`config.mk`:
```
export PLATFORM = sky130hd
export DESIGN_NAME = instr_loader_flat
export DESIGN_NICKNAME = d
export VERILOG_FILES = /design/src/rtl/instr_loader_pkg.sv /design/src/rtl/instr_loader_if.sv /design/src/rtl/instr_loader.sv /design/src/flat_wrapper.sv
export SDC_FILE = /design/constraint.sdc
export NUM_CORES = 1
export LEC_CHECK = 0
export CAP_MARGIN = 40
export CELL_PAD_IN_SITES_DETAIL_PLACEMENT = 2
export CELL_PAD_IN_SITES_GLOBAL_PLACEMENT = 2
export CORE_ASPECT_RATIO = 1.25
export CORE_UTILIZATION = 25
export DETAILED_ROUTE_END_ITERATION = 6
export GPL_TIMING_DRIVEN = 1
export PLACE_DENSITY_LB_ADDON = 0.1
export SLEW_MARGIN = 10
export SYNTH_ARGS = -nofsm -noshare
export SYNTH_HDL_FRONTEND = slang
export SYNTH_SLANG_ARGS = --single-unit
```
`constraint.sdc`:
```
create_clock -name clk -period 2.3 [get_ports clk]
set_input_delay 0.46 -clock clk [delete_from_list [all_inputs] [get_ports clk]]
set_output_delay 0.46 -clock clk [all_outputs]
set_load 0.005 [all_outputs]
```
`src/rtl/instr_loader_pkg.sv`:
```
// rtl/instr_loader_pkg.sv - shared state encoding and checksum helper for the instruction loader
package instr_loader_pkg;

    typedef enum logic [1:0] {
        IDLE,
        LOAD,
        CHECK,
        DONE
    } state_t;

    localparam logic [7:0] CSUM_INIT = 8'h00;

    // A load is good when the running sum plus the trailing byte wraps to zero.
    function automatic logic csum_pass(input logic [7:0] sum, input logic [7:0] check_byte);
        logic [7:0] total;
        total = sum + check_byte;
        return total == 8'h00;
    endfunction

endpackage

```
`src/rtl/instr_loader_if.sv`:
```
// rtl/instr_loader_if.sv - program byte stream in, instruction memory byte write port out
interface instr_loader_if #(
    parameter int ADDR_WIDTH = 16,
    parameter int DATA_WIDTH = 8
);
    logic                  rx_valid_i;
    logic [DATA_WIDTH-1:0] rx_data_i;
    logic                  rx_ready_o;
    logic                  mem_we_o;
    logic [ADDR_WIDTH-1:0] mem_addr_o;
    logic [DATA_WIDTH-1:0] mem_data_o;

    modport master (
        output rx_valid_i,
        output rx_data_i,
        input  rx_ready_o,
        input  mem_we_o,
        input  mem_addr_o,
        input  mem_data_o
    );

    modport slave (
        input  rx_valid_i,
        input  rx_data_i,
        output rx_ready_o,
        output mem_we_o,
        output mem_addr_o,
        output mem_data_o
    );
endinterface

```
`src/rtl/instr_loader.sv`:
```
// rtl/instr_loader.sv - streams a checksummed program into instruction memory while holding the CPU
module instr_loader
    import instr_loader_pkg::*;
#(
    parameter int ADDR_WIDTH = 16,
    parameter int DATA_WIDTH = 8,
    parameter int LEN_WIDTH  = 17
) (
    input  logic                  clk,
    input  logic                  rst,
    input  logic                  start_i,
    input  logic [ADDR_WIDTH-1:0] base_addr_i,
    input  logic [LEN_WIDTH-1:0]  byte_count_i,
    instr_loader_if.slave         bus,
    output logic                  cpu_hold_o,
    output logic                  busy_o,
    output logic                  done_o,
    output logic                  err_o
);

    localparam logic [LEN_WIDTH-1:0] MEM_BYTES = LEN_WIDTH'(1) << ADDR_WIDTH;

    state_t                state_q, state_d;
    logic [ADDR_WIDTH-1:0] addr_q;
    logic [LEN_WIDTH-1:0]  remaining_q;
    logic [DATA_WIDTH-1:0] csum_q;
    logic                  err_q;
    logic                  we_q;
    logic [ADDR_WIDTH-1:0] wr_addr_q;
    logic [DATA_WIDTH-1:0] wr_data_q;
    logic                  rx_ready;
    logic                  handshake;
    logic                  accept_start;
    logic                  oversize;

    assign oversize  = byte_count_i > MEM_BYTES;
    assign handshake = bus.rx_valid_i & rx_ready;

    always_ff @(posedge clk or posedge rst) begin
        if (rst) begin
            state_q <= IDLE;
        end else begin
            state_q <= state_d;
        end
    end

    // Ready depends on state alone so the host never sees a valid->ready loop.
    always_comb begin
        state_d      = state_q;
        rx_ready     = 1'b0;
        accept_start = 1'b0;
        unique case (state_q)
            IDLE: begin
                if (start_i) begin
                    accept_start = 1'b1;
                    if (oversize) begin
                        state_d = DONE;
                    end else if (byte_count_i == '0) begin
                        state_d = CHECK;
                    end else begin
                        state_d = LOAD;
                    end
                end
            end
            LOAD: begin
                rx_ready = 1'b1;
                if (bus.rx_valid_i && remaining_q == LEN_WIDTH'(1)) begin
                    state_d = CHECK;
                end
            end
            CHECK: begin
                rx_ready = 1'b1;
                if (bus.rx_valid_i) begin
                    state_d = DONE;
                end
            end
            DONE: begin
                state_d = IDLE;
            end
            default: begin
                state_d = IDLE;
            end
        endcase
    end

    always_ff @(posedge clk or posedge rst) begin
        if (rst) begin
            addr_q      <= '0;
            remaining_q <= '0;
            csum_q      <= CSUM_INIT;
            err_q       <= 1'b0;
            we_q        <= 1'b0;
            wr_addr_q   <= '0;
            wr_data_q   <= '0;
        end else begin
            we_q <= 1'b0;
            if (accept_start) begin
                addr_q      <= base_addr_i;
                remaining_q <= byte_count_i;
                csum_q      <= CSUM_INIT;
                err_q       <= oversize;
            end else if (handshake && state_q == LOAD) begin
                // Address wraps at the top of memory; no bounds error is raised.
                we_q        <= 1'b1;
                wr_addr_q   <= addr_q;
                wr_data_q   <= bus.rx_data_i;
                addr_q      <= addr_q + ADDR_WIDTH'(1);
                remaining_q <= remaining_q - LEN_WIDTH'(1);
                csum_q      <= csum_q + bus.rx_data_i;
            end else if (handshake && state_q == CHECK) begin
                err_q <= !csum_pass(csum_q, bus.rx_data_i);
            end
        end
    end

    assign bus.rx_ready_o = rx_ready;
    assign bus.mem_we_o   = we_q;
    assign bus.mem_addr_o = wr_addr_q;
    assign bus.mem_data_o = wr_data_q;
    assign busy_o         = (state_q != IDLE);
    assign cpu_hold_o     = busy_o;
    assign done_o         = (state_q == DONE);
    assign err_o          = err_q;

endmodule
```
`src/flat_wrapper.sv`:
```
// flat-port wrapper written by rule: the top's interface ports become plain ports
module instr_loader_flat import instr_loader_pkg::*;
#(
    parameter int ADDR_WIDTH = 16,
    parameter int DATA_WIDTH = 8,
    parameter int LEN_WIDTH  = 17
)
  (clk, rst, start_i, base_addr_i, byte_count_i, cpu_hold_o, busy_o, done_o, err_o, bus_rx_valid_i, bus_rx_data_i, bus_rx_ready_o, bus_mem_we_o, bus_mem_addr_o, bus_mem_data_o);
  instr_loader_if #(.ADDR_WIDTH(ADDR_WIDTH), .DATA_WIDTH(DATA_WIDTH)) bus_i ();
  input  logic clk;
  input  logic rst;
  input  logic start_i;
  input  logic [ADDR_WIDTH-1:0] base_addr_i;
  input  logic [LEN_WIDTH-1:0] byte_count_i;
  output logic cpu_hold_o;
  output logic busy_o;
  output logic done_o;
  output logic err_o;
  input wire logic [$bits(bus_i.rx_valid_i)-1:0] bus_rx_valid_i;
  input wire logic [$bits(bus_i.rx_data_i)-1:0] bus_rx_data_i;
  output wire logic [$bits(bus_i.rx_ready_o)-1:0] bus_rx_ready_o;
  output wire logic [$bits(bus_i.mem_we_o)-1:0] bus_mem_we_o;
  output wire logic [$bits(bus_i.mem_addr_o)-1:0] bus_mem_addr_o;
  output wire logic [$bits(bus_i.mem_data_o)-1:0] bus_mem_data_o;
  assign bus_i.rx_valid_i = bus_rx_valid_i;
  assign bus_i.rx_data_i = bus_rx_data_i;
  assign bus_rx_ready_o = bus_i.rx_ready_o;
  assign bus_mem_we_o = bus_i.mem_we_o;
  assign bus_mem_addr_o = bus_i.mem_addr_o;
  assign bus_mem_data_o = bus_i.mem_data_o;
  instr_loader #(.ADDR_WIDTH(ADDR_WIDTH), .DATA_WIDTH(DATA_WIDTH), .LEN_WIDTH(LEN_WIDTH)) u_core (.clk(clk), .rst(rst), .start_i(start_i), .base_addr_i(base_addr_i), .byte_count_i(byte_count_i), .bus(bus_i), .cpu_hold_o(cpu_hold_o), .busy_o(busy_o), .done_o(done_o), .err_o(err_o));
endmodule
```
# After elaboration in Yosys (flattened, before gate mapping)
# Index checks and enable logic that the tools add are counted.
dict set report word_totals {
  out_inout_bits 30
  ff_bits 69
}
dict set report classes {
  eq_ne 8
  reduce_logical 14
  addsub 3
  order_cmp 1
  muxes 20
  bitwise 2
}
# cell n
set ops {}
lappend ops {{$mux 17} 2}
lappend ops {{$mux 16} 2}
lappend ops {{$eq 17x1->1 const B} 1}
lappend ops {{$gt 17x17->1 const B} 1}
lappend ops {{$logic_not 17->1} 1}
lappend ops {{$sub 17x1->17 const B} 1}
lappend ops {{$add 16x1->16 const B} 1}
lappend ops {{$mux 8} 2}
lappend ops {{$mux 2} 5}
lappend ops {{$add 8x8->8} 1}
lappend ops {{$logic_not 8->1} 1}
lappend ops {{$mux 1} 8}
lappend ops {{$pmux 2 s4} 1}
lappend ops {{$reduce_bool 2->1} 3}
lappend ops {{$eq 2x2->1 const B} 2}
lappend ops {{$ne 2x1->1 const B} 2}
lappend ops {{$ne 2x2->1 const B} 2}
lappend ops {{$reduce_and 2->1} 2}
lappend ops {{$logic_and 1x1->1} 3}
lappend ops {{$reduce_and 3->1} 1}
lappend ops {{$eq 2x1->1 const B} 1}
lappend ops {{$logic_not 2->1} 1}
lappend ops {{$reduce_or 2->1} 1}
lappend ops {{$and 1x1->1} 1}
lappend ops {{2 further kinds} 2}

# Longest topological paths before layout
dict set report logic_depth {
  word_depth 8
  mapped_depth 9
  depth_no_buf 8
}

# Worst setup path after synthesis
# No wires, ideal clock.
dict set report synth_path {
  path_kind {input port to flip-flop}
  startpoint {input bus_rx_data_i[0]}
  endpoint {register u_core.err_q, in the netlist u_core.err_o}
  setup_time_ps 125
  arrival_time_ps 2056
  n_path_buf 0
  path_slack_ps 119
  path_stages 8
  cell_sequence {ha_1 fa_1 xor2_1 nor4_1 o21ai_0 or3_1 nor3_1 a21oi_1}
}
dict set report synth_via {
  elab_chain_len 6
}
# item line_no
set synth_rtl {}
lappend synth_rtl {{start, declared} flat_wrapper.sv:20} ;# input wire logic [$bits(bus_i.rx_data_i)-1:0] bus_rx_data_i;
lappend synth_rtl {{$add 8x8->8} instr_loader_pkg.sv:16} ;# total = sum + check_byte;
lappend synth_rtl {{$logic_not 8->1} instr_loader_pkg.sv:17} ;# return total == 8'h00;
lappend synth_rtl {{$logic_not 1->1} instr_loader.sv:111} ;# err_q <= !csum_pass(csum_q, bus.rx_data_i);
lappend synth_rtl {{$mux 1} instr_loader.sv:110} ;# end else if (handshake && state_q == CHECK) begin
lappend synth_rtl {{$mux 1} instr_loader.sv:102} ;# end else if (handshake && state_q == LOAD) begin
lappend synth_rtl {{$mux 1} instr_loader.sv:97} ;# if (accept_start) begin
lappend synth_rtl {{end signal, assigned} instr_loader.sv:101} ;# err_q <= oversize;
lappend synth_rtl {{end signal, assigned} instr_loader.sv:111}
lappend synth_rtl {{end, declared} instr_loader.sv:27} ;# logic err_q;
# Every way passes these cells. The select of a mux whose other input is x is not followed.
# A chain may end at the register's enable or synchronous reset.

# Worst setup path in the final report
dict set report layout_path {
  startpoint {register u_core.state_q[1]}
  endpoint {output bus_rx_ready_o}
}
dict set report layout_via {
  elab_chain_len 3
  elab_cells_between_ends 4
  cone_classes {2 x eq/ne; 1 x mux; 1 x reduce/logical}
}
# item line_no
set layout_rtl {}
lappend layout_rtl {{start, declared} instr_loader.sv:23} ;# state_t state_q, state_d;
lappend layout_rtl {{start signal, assigned} instr_loader.sv:43} ;# state_q <= state_d;
lappend layout_rtl {{$eq 2x2->1 or $eq 2x1->1 (tied branches)} instr_loader.sv:52} ;# unique case (state_q)
lappend layout_rtl {{$reduce_or 2->1 (no line) (*)} n/a}
lappend layout_rtl {{$mux 1 (*)} instr_loader.sv:52}
lappend layout_rtl {{end, declared} flat_wrapper.sv:21} ;# output wire logic [$bits(bus_i.rx_ready_o)-1:0] bus_rx_ready_o;
# Mark *: on every way between the ends. The rest lies on a longest branch, timed or not.

==> impl_results.md <==
- Status: finished, final reports clean
- Clk Tree Root Cell: clkbuf_16
- Mean Syn Cell Area: 10.04 sq um
- Worst path buffer plus inverter count: 3
- Register share of total power: 0.349
- Wire per inst: 16.09 um
- Fill count: 1539
- Synthesized flop and latch total: 69
- Final hold violation count: 0
- Num ports: 75
- CTS tree: yes
- Vias in the first global route: 3433
- Worst rel slew slack: 0.7400
- Peak Freq: 450.3 MHz
- Vias: 3022
- CP max stage cell: clkdlybuf4s50_1
- Die H: 136.8 um
- Largest net degree at the start of global routing: 70
- H-tree depth: 3
- Initial Util: 0.2597
- Worst Path Required: 1840 ps
- # DRC: 0
- Core area: 13990 sq um
- Data arrival time of the worst path: 1760 ps
- DRT antenna net count: 0
- RR Endpoint: u_core.state_q[0]
- Maximum vdd ir drop: 446.9 uV
- Synth warn: 0
- Final Power: 6282 uW
- Detailed-route wire length: 10.24 mm
- Port-buffer cells: 74
- RR Startpoint: u_core.remaining_q[5]
- Die ar.: 15030 sq um
- # nets final: 520
- Fraction of registers with async set or reset after synthesis: 1.000
- Finished Core Util: 0.3684
- Setup TNS Final: 0 ps
- Most frequent cells in the layout: clkdlybuf4s50_1, dfrtp_1, nand2_1
- Crit share post-route: 0.9655
- Post-synthesis cell count: 362
- Post-synth EDFFs: 0
- Unique cell type count in the Yosys netlist: 37
- CP Capture Type: primary output
- Top delay family on crit path: buffers and inverters
- Worst-Margin Slew: 390.0 ps
- HP Class: flop to flop
- First-pass GRT wire length: 17.09 mm
- Commonest non-fill, non-tap cell in the layout: clkdlybuf4s50_1
- GRT Overall Usage: 0.1515
- Sw frac: 0.3292
- # rows: 48
- Clk_skew: 5.652 ps
- Int Power: 4214 uW
- Area Growth Syn to Fin: 41.82%
- Hold EP: u_core.bus.mem_data_o[2]
- Crit path largest cell delay: 500 ps
- Leakage: 0.002096 uW
- CP cell instances: inv_1 -> ha_1 -> buf_4 -> clkdlybuf4s50_1
- Sw Pwr: 2068 uW
- Clk Latency, worst-skew pair: 330 ps
- R2R depth: 5
- Seq. cell area: 1727 sq um
- Initial antenna violation count: 0
- Most used DFF post-synth: dfrtp_1
- Die width: 109.8 um
- CP Launch Type: flop
- Sequential fraction of the synthesis area: 0.4750
- Num CTS Buffers: 9
- Comb power frac: 0.398
- Multi-input gate area: 1869 sq um
- Crit Path Category: flop to primary output
- HP Start: u_core.bus.mem_data_o[2]
- Clock Path Buffers: 2
- Clock network power share: 0.253
- DRT iter0 DRCs: 26
- Final Critical Period: 2221 ps
- Hold_buf cts: 0
- Final Setup Violations: 0
- Max_cap viols: 0
- DP Wirelength: 7.333 mm
- Min-Delay Path Depth: 1
- Slew Limit Fails: 0
- Share of cells above drive strength 1: 0.1714
- Mapped cell area: 3635 sq um
- CTS clk-pin slew, worst paths: 60 ps
- GRT overflow: 0
- DR vias/cell: 4.752
- Antenna cells: 0
- Sinks on Clock Net: 69
- Syn Nets: 425
- R2R setup slack: 140 ps
- CP max FO: 4
- First drt pass iteration count: 4
- Gpl congestion: 0.7260
- Pwr per Cell Area: 1219 nW/um^2
-- sequential cells by signal, summed over array words and instances, names as in the netlist --
name,count
u_core.remaining_q,17
u_core.addr_q,16
u_core.bus.mem_addr_o,16
u_core.bus.mem_data_o,8
u_core.csum_q,8
u_core.state_q,2
u_core.bus.mem_we_o,1
u_core.err_o,1
-- per-stage QoR --
step           cells  hold WS [ps]  area [sq um]  worst slack [ps]
3_5_place_dp     620         498.9          4755            -548.2
3_3_place_gp     620         490.1          4755            -500.7
4_1_cts          635         508.7          5124             29.96
5_1_grt          636         519.2          5155           -0.7492
2_1_floorplan    362         499.9          3635             100.1
6_report         636         505.7          5155             79.35
-- routing by layer --
layer | track usage | wire length (um)
met3 | 0.03333 | 371
met4 | 0.05778 | 134
met2 | 0.2663 | 5391
met5 | 0 | 0
met1 | 0.1773 | 4339
-- logic make-up after synthesis --
family,synth area share
AOI/OAI and AO/OA,0.1005
xor gates and xnor gates,0.09157
adders and majority gates,0.06403
buffers and inverters,0.02720
DFF,0.4750
muxes,0.07986
and+or+nand+nor,0.1618
-- worst max-delay path by stage --
stage | from | end | slack, ps | cells past startpoint
finish | u_core.state_q[1] | bus_rx_ready_o | 80 | 4
global route | u_core.state_q[1] | bus_rx_ready_o | -0.7 | 4
CTS | u_core.state_q[1] | bus_rx_ready_o | 30 | 4
detailed placement | bus_rx_data_i[0] | u_core.err_o | -550 | 9
global placement | bus_rx_data_i[0] | u_core.err_o | -500 | 9
floorplan | rst | u_core.addr_q[0] | 100 | 1
-- timing repair --
action | in CTS | in global routing
endpoints found under the setup margin | 1 | 6
pin swaps | 4 | 0
resized for setup | 8 | 3
gates cloned | 0 | 0
setup buffers | 0 | 1
-- synth_stat cells (6+ instances only) --
| library cell | number | area (sq um) |
|---|---|---|
| nand2_1 | 56 | 210.2 |
| a21oi_1 | 14 | 70.07 |
| inv_1 | 10 | 37.54 |
| nor4_1 | 10 | 62.56 |
| ha_1 | 17 | 212.7 |
| clkbuf_1 | 13 | 48.80 |
| xnor2_1 | 25 | 219.0 |
| nand3_1 | 11 | 55.05 |
| nor2_1 | 15 | 56.30 |
| mux2_2 | 24 | 270.3 |
| o21ai_0 | 38 | 190.2 |
| nand4_1 | 6 | 37.54 |
| xor2_1 | 13 | 113.9 |
| dfrtp_1 | 69 | 1727 |
-- power groups by stage --
stage	Sequential (uW)	Clock [uW]	Combinational, uW
6_report	2190	1590	2500
5_1_grt	2280	1710	2800
4_1_cts	2210	1660	2530
3_5_place_dp	2220	0	2460
3_3_place_gp	2190	0	2410
2_1_floorplan	2130	0	1350
-- final cells by class --
| cell class | instances | area share |
|---|---|---|
| multi-input combinational | 268 | 0.3626 |
| sequential | 69 | 0.3350 |
| timing repair buffer | 99 | 0.1871 |
| clock buffer | 9 | 0.04369 |
| tap | 175 | 0.04248 |
| clock inverter | 6 | 0.02184 |
| inverter | 10 | 0.007282 |
-- worst reg2reg max path: stages, from the launching register on --
cell      delay [ps]
dfrtp_1          390
or4_4            550
or3_4            390
o41ai_2          290
o221ai_1         230
mux2i_1          170
No activity file was read; power rests on OpenSTA's default activity.
==> RTL edit 1, RTL diff (same settings) <==
`ADDR_WIDTH` is set to 16 in 3 places; all go to 17.
--- a/src/rtl/instr_loader_if.sv
+++ b/src/rtl/instr_loader_if.sv
@@ -2,3 +2,3 @@
 interface instr_loader_if #(
-    parameter int ADDR_WIDTH = 16,
+    parameter int ADDR_WIDTH = 17,
     parameter int DATA_WIDTH = 8
--- a/src/rtl/instr_loader.sv
+++ b/src/rtl/instr_loader.sv
@@ -4,3 +4,3 @@
 #(
-    parameter int ADDR_WIDTH = 16,
+    parameter int ADDR_WIDTH = 17,
     parameter int DATA_WIDTH = 8,
--- a/src/flat_wrapper.sv
+++ b/src/flat_wrapper.sv
@@ -3,3 +3,3 @@
 #(
-    parameter int ADDR_WIDTH = 16,
+    parameter int ADDR_WIDTH = 17,
     parameter int DATA_WIDTH = 8,
Interface: changed (resized base_addr_i and bus_mem_addr_o); port bits go from 75 to 77. No check against the original RTL was run, so the function may have changed too.
==> RTL edit 1 against the original RTL <==
Synthesized cell count is 5.8% higher. Worst hold slack worse by 0.030 ns. Cell area is 4.9% higher. Global-route usage is 0.98 points higher. Cell count is 6.6% higher. The run now ends with DRC left. Sequential cell count is 2 higher. Setup slack worse by 0.014 ns. Largest cell class unchanged. Wire length is 15% higher. Total power is 2.9% higher. Synthesized area is 4.6% higher. Clock power is 21% lower.
==> RTL edit 1: results (changes against the original RTL) <==
The run finished, with violations left. The final reports fail on DRC. For the via count of the first global-routing pass, the log shows 3733 (+8.7%). The startpoint of the worst hold path was bus_rx_data_i[0]. The tools report the worst hold-check slack as 0.475 ns (-0.0303 ns). Sorting the synthesized cells by how often they occur yields sky130_fd_sc_hd__dfrtp_1, sky130_fd_sc_hd__nand2_1, sky130_fd_sc_hd__o21ai_0.

The run gives 89 (+240%) as the number of DRC violations after detailed-routing iteration 0. The largest fanout on the critical path is 5 (+1), and the met2 track demand over resource is 29.1% (+2.5 points). The tools report the end point of the most critical hold path as u_core.bus.mem_data_o[0].

The detailed route wirelength on metal3 was 456 um (+23%); the worst path arrival time was 2.50 ns (+0.74 ns). The cell depth of the worst hold path was 2 (+1); the worst clock skew was 0.00659 ns (+0.000941 ns). The critical path starts at u_core.remaining_q[5]. The path class of the tightest hold or removal check is input pin to flop. The leakage power summed over all cells is 2.20 nW (+4.8%), and the xor/xnor cell area share of the yosys netlist is 8.06% (-1.1 points). The global-route met3 utilization is 4.31% (+0.98 points), and the placed cell count is 665 (+7.3%). The sequential fraction of the synthesis area was 46.7% (-0.76 points). The synthesized area divided by synthesized cell count is 9.92 um^2 (-1.2%). The final net count is 557 (+7.1%), and the distinct cell type count after synthesis is 50 (+35%). The global router's overall resource usage came out at 16.1% (+0.98 points).

The tools report the maximum resistive drop on vdd as 0.000478 V (+6.9%). The filler cell count in the final layout was 1624 (+5.5%); the worst slack after detailed placement was -0.521 ns (+0.0268 ns). The tools report the via total after detailed routing as 3306 (+9.4%). The reg-to-reg critical path endpoint is u_core.remaining_q[9]. The number of buffers added on ports is 76 (+2.7%).

The first-pass GRT wire length is 19.4 mm (+14%), and the pin count of the biggest net entering global routing is 76 (+8.6%). The final routed DRC violation total is 7 (+7).
## RTL edit 1: cell count changes after synthesis, sizes merged, moves of 3 or more
cell   unedited run  this run
nand2            56        62
nand3            11         6
nor2             15        19
nor4             11        14
or4               1         4
## RTL edit 1: report_power, final
| part | internal [W] | switching [W] | total, W |
|---|---|---|---|
| combinational | 0.00166 | 0.00126 | 0.00291 |
| clock | 0.000737 | 0.000518 | 0.00126 |
| sequential | 0.00182 | 0.000474 | 0.00230 |
| total | 0.00421 | 0.00225 | 0.00647 |
## RTL edit 1: worst register-to-register path, cell delays in order (launching register included)
cell                      delay [ns]
sky130_fd_sc_hd__dfrtp_1        0.39
sky130_fd_sc_hd__or4_4          0.59
sky130_fd_sc_hd__or4_4          0.45
sky130_fd_sc_hd__or4_4          0.45
sky130_fd_sc_hd__xor2_2         0.16
sky130_fd_sc_hd__o21ai_2        0.11
## RTL edit 1: cells by family after synthesis
logic type | Yosys count
flops | 71
simple gates | 140
xor+xnor | 35
buf+inv | 25
compound gates | 68
mux | 27
fa+ha+maj | 17
## RTL edit 1: cell type report
class	instances	area share [%]
Multi-Input combinational cell	287	37.0
Sequential cell	71	32.9
Timing Repair Buffer	116	20.6
Clock buffer	11	4.49
Tap cell	182	4.21
Inverter	9	0.625
Clock inverter	2	0.185
## RTL edit 1: worst max path at each step
stage          slack [ns]                     to  depth (start not counted)
6_report             0.07  u_core.remaining_q[9]                          5
5_1_grt             -0.02       u_core.csum_q[7]                          7
4_1_cts             -0.02           u_core.err_o                          8
3_5_place_dp        -0.52           u_core.err_o                          9
3_3_place_gp        -0.44           u_core.err_o                          9
2_1_floorplan        0.04       u_core.addr_q[0]                          1
==> RTL edit 2, RTL diff (config.mk and constraints unchanged) <==
Without the edit above. Encoding of `state_t`: now one-hot (4 bits for 4 states).
--- a/src/rtl/instr_loader_pkg.sv
+++ b/src/rtl/instr_loader_pkg.sv
@@ -3,7 +3,7 @@
 
-    typedef enum logic [1:0] {
-        IDLE,
-        LOAD,
-        CHECK,
-        DONE
+    typedef enum logic [3:0] {
+        IDLE  = 4'b0001,
+        LOAD  = 4'b0010,
+        CHECK = 4'b0100,
+        DONE  = 4'b1000
     } state_t;
Function: same outputs for any inputs over 4 cycles, from zero or initial values and one cycle with rst high; so few cycles prove little.
==> RTL edit 2 against the original RTL <==
Setup slack improved by 0.020 ns. Wire length increased by 23%. Critical endpoint is now u_core.err_o. Utilization down 0.86 points. Largest power group unchanged. Sequential cell count up 2. First-iteration DRC count rose to 3.1 times the old value. Critical path type is now input pin to flop. Cell area grew 0.56%. Synthesized area rose by 1.2%. Register-to-register slack improved by 0.04 ns. Worst hold slack got worse by 0.028 ns. Total power down 3.1%. Count of clock-buffer cells in the layout unchanged.
==> RTL edit 2: results (changes against the original RTL) <==
The worst hold path belongs to the class flop to flop. The routability congestion estimate was 0.745 (+2.7%). Among all cell types in the netlist, the one instantiated most often is sky130_fd_sc_hd__nand2_1.

In the post-synthesis netlist, the biggest area contributors are sky130_fd_sc_hd__dfrtp_1, sky130_fd_sc_hd__nand2_1, sky130_fd_sc_hd__ha_1. For the net count after synthesis, the log shows 455 (+7.1%). The logic depth of the worst register-to-register path works out to 7 (+2). The number of DRC violations after detailed-routing iteration 0 was 81 (+210%); the distinct cell type count after synthesis was 50 (+35%). The number of buffers added on ports was 74 (unchanged).

The startpoint identified for the worst register-to-register timing path is u_core.state_q[3]. The run gives 4830 um^2 (+1.5%) as the area after detailed placement. More flip-flops sit in one register than any other, and that register is u_core.remaining_q. The tools report the internal power component as 0.00392 W (-7.0%).

The warning count from the yosys run was 0 (unchanged); the flip-flop count of the largest register after layout was 17 (unchanged). The maximum root-to-sink buffer count came out at 2 (unchanged). The sequential fraction of the synthesis area came out at 48.3% (+0.83 points). The run gives 2.40 ns (+0.64 ns) as the worst path arrival time.

Clock-pin slew on the worst setup and hold paths: 0.06 ns (about the same). The final net count came out at 559 (+7.5%). The largest individual stage delay along the critical path comes from the cell sky130_fd_sc_hd__clkdlybuf4s50_1. For the aggregate routed wire length, the log shows 12.6 mm (+23%). By count the netlist is led by sky130_fd_sc_hd__nand2_1, sky130_fd_sc_hd__dfrtp_1, sky130_fd_sc_hd__o21ai_0. The share of async-settable or async-resettable flops after synthesis was 100% (unchanged); the cell depth of the worst hold path was 2 (+1).

Largest fanout on the critical path: 3 (-1). The tools report the reg-to-reg critical path endpoint as u_core.addr_q[9]. The transition time at the pin with the least slew margin was 0.552 ns (+0.162 ns).

The delay contributed by the slowest stage of the critical path was 0.45 ns (-0.05 ns). The run gives 0 (unchanged) as the total inserted antenna cells. The startpoint identified for the worst hold timing path is u_core.bus.mem_addr_o[9].

The worst hold path terminates at u_core.bus.mem_addr_o[9]. The slack of the worst reg-to-reg path is 0.18 ns (+0.04 ns). The clock buffer count from CTS is 9 (unchanged), and the pin count of the biggest net entering global routing is 72 (+2.9%).

The fraction of layout cells with a size suffix above 1 is 13.7% (-3.4 points), and the maximum resistive drop on vdd is 0.000331 V (-26%). The run gives 0 (unchanged) as the initial antenna violation count. Clock tree synthesis selected as its root buffer the cell sky130_fd_sc_hd__clkbuf_16.

Grouping stages by cell kind, the critical path spends the most delay in adder cells. The run gives 0.477 ns (-0.0284 ns) as the worst hold-check slack. The via count of the first global-routing pass came out at 3873 (+13%). The insertion delay of the later-clocked pin in the worst-skew pair is 0.33 ns (about the same), and the worst clock skew is 0.00826 ns (+0.00260 ns).

The first-pass GRT wire length was 20.9 mm (+22%); the global router's overall resource usage was 17.5% (+2.4 points). The depth of the CTS H-tree was 3 (unchanged); the number of detailed-routing iterations run before antenna repair was 4 (unchanged). Average vias per placed instance: 5.05 (+6.3%). The leakage power summed over all cells came out at 2.28 nW (+8.6%). The flow ran to the end, and the final reports show no timing, DRC or antenna violations. The tools report the detailed placement HPWL as 9.06 mm (+24%).
-- RTL edit 2: cell count changes after synthesis, moves of 6 or more --
cell                       change
sky130_fd_sc_hd__nand2_1      +51
sky130_fd_sc_hd__a221o_1       +7
sky130_fd_sc_hd__o211ai_1     +18
sky130_fd_sc_hd__o311ai_0     +12
sky130_fd_sc_hd__xnor2_1      -21
sky130_fd_sc_hd__a22o_1        +6
sky130_fd_sc_hd__xor2_1        -9
sky130_fd_sc_hd__mux2_2       -24
sky130_fd_sc_hd__o21ai_0      -14
-- RTL edit 2: worst max path at each step --
stage / to / slack [ns] / start / cells past startpoint
global route: u_core.err_o / 0.007 / bus_rx_data_i[0] / 8
detailed placement: u_core.err_o / -0.50 / bus_rx_data_i[0] / 8
global placement: u_core.err_o / -0.38 / bus_rx_data_i[0] / 8
finish: u_core.err_o / 0.1 / bus_rx_data_i[0] / 8
floorplan: u_core.addr_q[0] / 0.05 / rst / 1
CTS: bus_rx_ready_o / 0.01 / u_core.state_q[1] / 3
-- RTL edit 2: timing repair --
action,CTS,global route
pin swaps,1,2
resized for setup,5,7
endpoints found under the setup margin,3,11
setup buffers,0,2
-- RTL edit 2: area by class of cell --
cell class	instances	area [um^2]
clock inverters	5	75.1
fillers	1563	9220
clock buffers	9	225
repair buffers	111	1040
well taps	178	223
flip-flops and latches	71	1780
multi-input cells	295	1800
inverters	13	48.8
-- RTL edit 2: cell families (layout without fill, tap and decap cells) --
group,after synthesis,in the layout,synth area share [%]
flops,71,71,48.3
compound gates,99,99,19.3
xor+xnor,8,8,1.90
fa+ha+maj,13,13,4.63
buf+inv,31,138,3.78
simple gates,175,175,22.1
-- RTL edit 2: per-stage QoR --
stage               setup TNS [ns]  setup slack, ns  instances  util [%]
detailed placement           -1.44           -0.497        666      33.5
global placement             -1.89           -0.376        665      33.5
floorplan                        0           0.0451        397         -
CTS                              0           0.0141        680      35.7
finish                           0           0.0996        682      36.0
global route                     0          0.00705        682      36.0
-- RTL edit 2: power groups by stage --
stage | Clock (W) | Combinational (W) | Sequential [W]
after floorplan | 0 | 0.00125 | 0.00217
after global placement | 0 | 0.00225 | 0.00227
after detailed placement | 0 | 0.00233 | 0.00229
after CTS | 0.00151 | 0.00237 | 0.00229
after global routing | 0.00155 | 0.00265 | 0.00237
final | 0.00146 | 0.00234 | 0.00229
-- RTL edit 2: worst min-delay path, cell delays in order, from the launching register on --
cell	delay, ns
sky130_fd_sc_hd__dfrtp_1	0.34
sky130_fd_sc_hd__nand2_1	0.05
sky130_fd_sc_hd__nand2_1	0.06
-- RTL edit 2: routing by layer --
layer | global-route usage (%) | wire [um] | vias up
li1 | - | - | 1632
met1 | 21.3 | 5370 | 1751
met2 | 31.2 | 6600 | 53
met3 | 3.61 | 447 | 10
met4 | 5.41 | 156 | 0
met5 | 0 | 0 | -
